**config.mk**
```make
export PLATFORM = sky130hd
export DESIGN_NAME = opblock_pipe
export DESIGN_NICKNAME = d
export VERILOG_FILES = /design/src/rtl/opblock_pipe.sv
export SDC_FILE = /design/constraint.sdc
export NUM_CORES = 1
export LEC_CHECK = 0
export BUFFER_PORTS_ARGS = -buffer_cell sky130_fd_sc_hd__buf_2
export CORE_ASPECT_RATIO = 0.9
export CORE_MARGIN = 2
export CORE_UTILIZATION = 50
export DETAILED_ROUTE_END_ITERATION = 8
export PLACE_DENSITY_LB_ADDON = 0.15
export REMOVE_ABC_BUFFERS = 1
export SETUP_SLACK_MARGIN = 0.1
export SLEW_MARGIN = 40
export SYNTH_ARGS = -nofsm -noshare
export SYNTH_HDL_FRONTEND = slang
export SYNTH_SLANG_ARGS = --single-unit
```
**constraint.sdc**
```tcl
create_clock -name clk -period 7.86 [get_ports clk]
set_clock_uncertainty 0.05 [all_clocks]
set_input_delay 1.179 -clock clk [delete_from_list [all_inputs] [get_ports clk]]
set_output_delay 1.179 -clock clk [all_outputs]
set_load 0.05 [all_outputs]
```
**src/rtl/opblock_pipe.sv**
```systemverilog
// Two-stage (RD/EX) pipelined operational block: register file with EX->RD
// forwarding, ALU with Z/C/N flags, external data-memory port and hold.
module opblock_pipe #(
    parameter int WIDTH     = 16,
    parameter int REGBITS   = 4,
    parameter int CONSTBITS = 8,
    parameter int MEMBITS   = 8
) (
    input  logic                 clk,
    input  logic                 reset,
    input  logic                 cmd_valid,
    output logic                 cmd_ready,
    input  logic [2:0]           cmd_op,
    input  logic [REGBITS-1:0]   cmd_wa,
    input  logic [REGBITS-1:0]   cmd_pa,
    input  logic [REGBITS-1:0]   cmd_qa,
    input  logic [CONSTBITS-1:0] cmd_const,
    input  logic                 hold,
    output logic [MEMBITS-1:0]   mem_addr,
    output logic [WIDTH-1:0]     mem_wdata,
    output logic                 mem_wr,
    output logic                 mem_rd,
    input  logic [WIDTH-1:0]     mem_rdata,
    output logic                 result_valid,
    output logic [WIDTH-1:0]     result,
    output logic                 flag_z,
    output logic                 flag_c,
    output logic                 flag_n
);

    localparam int NREG = 2 ** REGBITS;

    typedef enum logic [2:0] {
        OP_STORE = 3'b000,
        OP_LOADC = 3'b001,
        OP_LOADM = 3'b010,
        OP_MOV   = 3'b011,
        OP_ADD   = 3'b100,
        OP_SUB   = 3'b101,
        OP_AND   = 3'b110,
        OP_OR    = 3'b111
    } op_e;

    logic [WIDTH-1:0]     rf_q [NREG];
    logic                 ex_valid_q, ex_valid_d;
    op_e                  ex_op_q;
    logic [REGBITS-1:0]   ex_wa_q;
    logic [CONSTBITS-1:0] ex_const_q;
    logic [WIDTH-1:0]     ex_p_q, ex_q_q;
    logic [WIDTH-1:0]     result_q, result_d;
    logic                 result_valid_q, result_valid_d;
    logic                 flag_z_q, flag_c_q, flag_n_q;

    logic                 accept, ex_fire;
    logic [WIDTH-1:0]     ex_val, q_opnd, p_rd, q_rd;
    logic [WIDTH:0]       sum;
    logic                 ex_wr, ex_flags, sub_sel, c_new;

    // Handshake: a command transfers on a rising edge where cmd_valid && cmd_ready;
    // cmd_ready is simply ~hold, so the producer may hold cmd_valid across a stall.
    assign cmd_ready = ~hold;
    assign accept    = cmd_valid && cmd_ready;
    assign ex_fire   = ex_valid_q && !hold;

    // SUB is P + ~Q + 1, so carry-out doubles as "no borrow".
    assign sub_sel = (ex_op_q == OP_SUB);
    assign q_opnd  = sub_sel ? ~ex_q_q : ex_q_q;
    assign sum     = {1'b0, ex_p_q} + {1'b0, q_opnd} + {{WIDTH{1'b0}}, sub_sel};

    always_comb begin
        ex_val   = '0;
        ex_wr    = 1'b0;
        ex_flags = 1'b0;
        c_new    = 1'b0;
        case (ex_op_q)
            OP_STORE: ex_wr = 1'b0;
            OP_LOADC: begin ex_val = WIDTH'(ex_const_q); ex_wr = 1'b1; end
            OP_LOADM: begin ex_val = mem_rdata; ex_wr = 1'b1; end
            OP_MOV:   begin ex_val = ex_p_q; ex_wr = 1'b1; end
            OP_ADD, OP_SUB: begin
                ex_val = sum[WIDTH-1:0]; ex_wr = 1'b1; ex_flags = 1'b1; c_new = sum[WIDTH];
            end
            OP_AND:   begin ex_val = ex_p_q & ex_q_q; ex_wr = 1'b1; ex_flags = 1'b1; end
            OP_OR:    begin ex_val = ex_p_q | ex_q_q; ex_wr = 1'b1; ex_flags = 1'b1; end
            default:  ex_wr = 1'b0;
        endcase
    end

    // Operand read with forwarding of the value EX is about to write this edge.
    assign p_rd = (ex_valid_q && ex_wr && ex_wa_q == cmd_pa) ? ex_val : rf_q[cmd_pa];
    assign q_rd = (ex_valid_q && ex_wr && ex_wa_q == cmd_qa) ? ex_val : rf_q[cmd_qa];

    assign mem_addr  = ex_const_q[MEMBITS-1:0];
    assign mem_wdata = ex_p_q;
    assign mem_wr    = ex_fire && (ex_op_q == OP_STORE);
    assign mem_rd    = ex_fire && (ex_op_q == OP_LOADM);

    always_comb begin
        ex_valid_d     = hold ? ex_valid_q : accept;
        result_valid_d = ex_fire && ex_wr;
        result_d       = result_valid_d ? ex_val : result_q;
    end

    always_ff @(posedge clk) begin
        if (reset) begin
            ex_valid_q     <= 1'b0;
            result_q       <= '0;
            result_valid_q <= 1'b0;
            flag_z_q       <= 1'b0;
            flag_c_q       <= 1'b0;
            flag_n_q       <= 1'b0;
            for (int i = 0; i < NREG; i++) rf_q[i] <= '0;
        end else begin
            ex_valid_q     <= ex_valid_d;
            result_valid_q <= result_valid_d;
            result_q       <= result_d;
            if (accept) begin
                ex_op_q    <= op_e'(cmd_op);
                ex_wa_q    <= cmd_wa;
                ex_const_q <= cmd_const;
                ex_p_q     <= p_rd;
                ex_q_q     <= q_rd;
            end
            if (result_valid_d) rf_q[ex_wa_q] <= ex_val;
            if (ex_fire && ex_flags) begin
                flag_z_q <= (ex_val == '0);
                flag_c_q <= c_new;
                flag_n_q <= ex_val[WIDTH-1];
            end
        end
    end

    assign result_valid = result_valid_q;
    assign result       = result_q;
    assign flag_z       = flag_z_q;
    assign flag_c       = flag_c_q;
    assign flag_n       = flag_n_q;

endmodule
```
After elaboration in Yosys (flattened, before gate mapping). Memory sizes are Yosys's and may differ from the RTL's. A register that Yosys moved wholly into a read port is not among the register bits. Cells that the tools add are included.

Equality and inequality tests: 7. Muxes and demuxes: 13. Reductions and logical operators: 14. Bitwise operators: 5. Div/mod/pow operators: 0. Shifts and indexed selects: 0. Add/subtract/negate cells: 2. $lt $le $gt $ge: 0. $mul: 0.

Operators with widths (number): one-hot mux 16 bit (6 select lines) (1); 2-to-1 mux 16 bit (2); adder 16 x 16 -> 17 bit (1); adder 17 x 1 -> 17 bit (1); AND 16 bit (1); zero test 16 bit (1); inverter 16 bit (1); bitwise OR 16 bit (1); OR reduction 16 bit (1); equality test 3 bit, second input constant (4); 2-to-1 mux 1 bit (8); OR reduction 7 bit (1); equality test 3 x 2 -> 1 bit, second input constant (2); logical AND 1 bit (6); 2-to-1 mux 4 bit (1); OR reduction 4 bit (1); equality test 3 x 1 -> 1 bit, second input constant (1); zero test 3 bit (1); inverter 1 bit (2); one-hot mux 1 bit (2 select lines) (1); AND reduction 2 bit (1); OR reduction 2 bit (1); zero test 1 bit (1).

Word-level logic and storage cells: 51. Input bits: 43. Latch bits: 0. ROM bits: 0. Register bits: 36. RAM bits: 256. Memories: 1. Output and inout bits: 47.

Memory list: rf_q (words 16, width 16, read ports 2, clocked after Yosys merged registers in 2, write ports 16, RTL line 44) `logic [WIDTH-1:0] rf_q [NREG];`.

Logic depth before layout (Yosys ltp).
Depth in word-level cells: 9. Gate-level depth with buffers: 17. Depth with buffers taken out: 13.

Worst setup path before layout. OpenSTA, ideal clock, no wires.

Path kind: input to register. From: in reset. To: reg ex_op_q[0], enable pin. Path buffers: 2. Stages: 3. Slack: 2.269 ns. Setup time: 0.520 ns. Required time: 7.290 ns. Arrival time: 5.021 ns. Path through: clkbuf_1 -> clkbuf_1 -> nor3b_1.

Word-level cells in the longest chain between the ends: 2.

Ends and longest elaborated chain: from (decl) (RTL line 10) `input logic reset,`; inverter 1 bit (no source line); AND reduction 2 bit (no source line); to (signal assigned) (RTL line 118) `ex_op_q <= op_e'(cmd_op);`; to (decl) (RTL line 46) `op_e ex_op_q;`.

Every way passes these cells. A chain may end at the register's enable or synchronous reset.

==> flow_metrics.py <==
metrics = {
    "routing": {
        "antenna_left": 0,
        "first_pass_iters": 5,
        "drc_errors": 0,
        "wire_per_inst_um": 28.2,
        "totalWireLength_um": 51700,
        "drtIter0Drc": 1302,
        "post_drt_via_cell_ratio": 6.40,
        "vias": 11700,
    },
    "die": {
        "die-area_um2": 36000,
        "initial_core_util": 0.507,
        "die_h_um": 180,
        "row_count": 64,
        "io_pins": 90,
        "die_w_um": 200,
        "core_area_um2": 34000,
    },
    "grt": {
        "grt_overflow": 0,
        "gr-usage-all-layers": 0.294,
        "grt_max_degree": 60,
        "antenna_found_initial": 0,
        "grt_pass1_vias": 11800,
        "grt_pass1_wl_um": 76000,
    },
    "timing": {
        "fmax_mhz": 210,
        "worst_pin_slew_ns": 0.876,
        "hold_violations": 0,
        "hold_ws_ns": 0.446,
        "fin_ws_ns": 3.09,
        "fin_setup_tns_ns": 0,
        "period_needed_ns": 4.77,
        "setup_viol": 0,
        "min_period_over_period": 0.607,
        "max-slew-margin-rel": 0.416,
        "rsz0062_at_grt": "no",
        "slew_viol_final": 0,
    },
    "synthesis": {
        "syn_inst": 1268,
        "synth_most_common_cell": "edfxtp_1",
        "yosys_warnings": 0,
        "ys_ff_latch": 324,
        "synth_top_cell_by_area": "edfxtp_1",
        "ys_types": 76,
        "synth_edf_count": 303,
        "post_synth_instance_area_um2": 17200,
        "synth_ff_type": "edfxtp_1",
        "synth_top_area_share": 0.528,
        "synth_commonest_cells": "edfxtp_1, nor2_1, mux4_2",
        "yosysSeqAreaShare": 0.553,
        "ys_top_cells_by_area": "edfxtp_1, mux4_2, nor2_1",
        "syn_area_per_cell_um2": 13.6,
        "synthArstFlopShare": 0,
    },
    "finish": {
        "n_antenna_cell": 0,
        "regArea_um2": 9520,
        "fill_cells": 2785,
        "area_growth_pct": 13.1,
        "stdcell_area_um2": 19500,
        "final_cells": 1830,
        "drive_above_1_share": 0.282,
        "multi_input_area_um2": 7230,
        "nets": 1405,
    },
    "job": {
        "max_cap_viol_count": 0,
    },
    "hold_path": {
        "hold_class": "reg -> reg",
        "min_to": "flag_c$_SDFFE_PP0P_",
        "min_from": "flag_c$_SDFFE_PP0P_",
        "whs_path_depth": 2,
    },
    "place": {
        "place.gp.congestion": 0.915,
        "placed_cells": 1762,
        "io_buffers": 89,
        "dp_slack_ns": 3.09,
        "hpwl_um": 32100,
        "place_area_um2": 18300,
    },
    "power": {
        "ir_drop_uv": 141,
        "p_leak_uw": 0.00703,
        "pwr_density_cell_nw_per_um2": 219,
    },
    "worst_setup_path": {
        "r2r_end": "mem_wdata[14]$_DFFE_PP_",
        "critPathKind": "reg -> reg",
        "worst_setup_path_end_kind": "flip-flop",
        "r2r_slack_ns": 3.09,
        "reg2regPathDepth": 14,
        "worstSetupStartpointType": "flip-flop",
        "arrival_ns": 4.97,
        "worst_ep_required_time_ns": 8.07,
        "path_max_fanout": 41,
        "r2r-start": "ex_op_q[2]$_DFFE_PP_",
    },
    "clock_network": {
        "cts_post_setup_buffers_inserted": 0,
        "htreeDepth": 2,
        "cts_tree": "done",
        "cts.sinks": 324,
        "cts_hold_buf": 0,
        "cts_buffers": 37,
        "cts-root-buf": "clkbuf_16",
        "cts_resized": 0,
        "cts.clk_slew.worst_paths_ns": 0.06,
        "cts_max_path_buffers": 3,
        "worstSkewPairLatency_ns": 0.54,
    },
    "outcome": {
        "status": "complete, no violations",
    },
}
==> routing by layer <==
metal / wire [um] / global-route usage
met5: 0 / 0
met2: 23900 / 0.452
met1: 19900 / 0.407
met3: 5900 / 0.0717
met4: 1930 / 0.113
==> worst max-delay path, stage by stage, from the launching register on <==
cell and delay, ns:
edfxtp_1 0.32, buf_4 0.35, nor2b_1 0.22, nand2_1 0.51, xnor2_1 0.42, inv_1 0.09
fa_1 0.41, nor2b_1 0.27, o2111ai_1 0.18, a311oi_1 0.40, o21a_1 0.17, o21ai_0 0.10
nor3b_1 0.18, nor2_2 0.62, o21ai_0 0.20
==> worst max-delay path by stage <==
stage | startpoint | to | slack, ns | cells past startpoint
after floorplan | ex_op_q[2]$_DFFE_PP_ | flag_z$_SDFFE_PP0P_ | 2.26 | 12
after global placement | ex_op_q[2]$_DFFE_PP_ | mem_wdata[12]$_DFFE_PP_ | 3.17 | 14
after detailed placement | ex_op_q[2]$_DFFE_PP_ | mem_wdata[12]$_DFFE_PP_ | 3.09 | 14
after CTS | ex_op_q[2]$_DFFE_PP_ | mem_wdata[12]$_DFFE_PP_ | 3.09 | 14
after global routing | ex_op_q[2]$_DFFE_PP_ | mem_wdata[14]$_DFFE_PP_ | 2.68 | 14
final | ex_op_q[2]$_DFFE_PP_ | mem_wdata[14]$_DFFE_PP_ | 3.09 | 14
==> where the power goes <==
part / total (uW) / switching (uW) / internal, uW
combinational: 564 / 349 / 215
clock: 1710 / 722 / 991
sequential: 1990 / 37.8 / 1950
==> sequential cells by signal (all words and copies together), names as in the netlist <==
signal,cells
ex_q_q,16
flag_z,1
mem_wdata,16
mem_addr,8
flag_c,1
flag_n,1
ex_valid_q,1
ex_op_q,3
ex_wa_q,4
result_valid,1
result,16
rf_q,256
==> logic make-up after synthesis <==
group / after synthesis / synth area share
buffers and inverters: 127 / 0.0313
adders and majority gates: 22 / 0.0164
AOI/OAI and AO/OA: 166 / 0.0661
xor gates and xnor gates: 30 / 0.0153
and+or+nand+nor: 436 / 0.107
DFF: 324 / 0.553
muxes: 163 / 0.211
==> area by class of cell <==
cell class	instances	share of cell area
clock buffer	41	0.0494
multi-input combinational	817	0.371
inverter	13	0.00251
tap	462	0.0297
clock inverter	26	0.0119
timing repair buffer	147	0.0464
sequential	324	0.489
==> stage by stage <==
step | utilization | power, uW
finish | 0.574 | 4260
global route | 0.574 | 4390
CTS | 0.573 | 4280
detailed placement | 0.538 | 2580
global placement | 0.536 | 2570
floorplan | - | 2340
==> cells in the final DEF (no fill, tap or decap), drive strengths merged, types with 4 or more instances in the layout <==
| cell | count |
|---|---|
| nor3 | 10 |
| clkinv | 20 |
| o22ai | 5 |
| mux4 | 160 |
| nand3 | 10 |
| a22oi | 8 |
| ha | 21 |
| o21a | 6 |
| dfxtp | 21 |
| buf | 147 |
| nor3b | 5 |
| nand2b | 18 |
| nand4 | 5 |
| a32oi | 6 |
| inv | 14 |
| o21ai | 48 |
| a221oi | 4 |
| o211a | 4 |
| and3 | 4 |
| a21o | 6 |
| a21oi | 28 |
| nand2 | 64 |
| nor2 | 295 |
| xor2 | 10 |
| nor4 | 6 |
| nor2b | 6 |
| xnor2 | 20 |
| clkbuf | 41 |
| a211oi | 18 |
| edfxtp | 303 |
No activity file was read; power rests on OpenSTA's default activity.
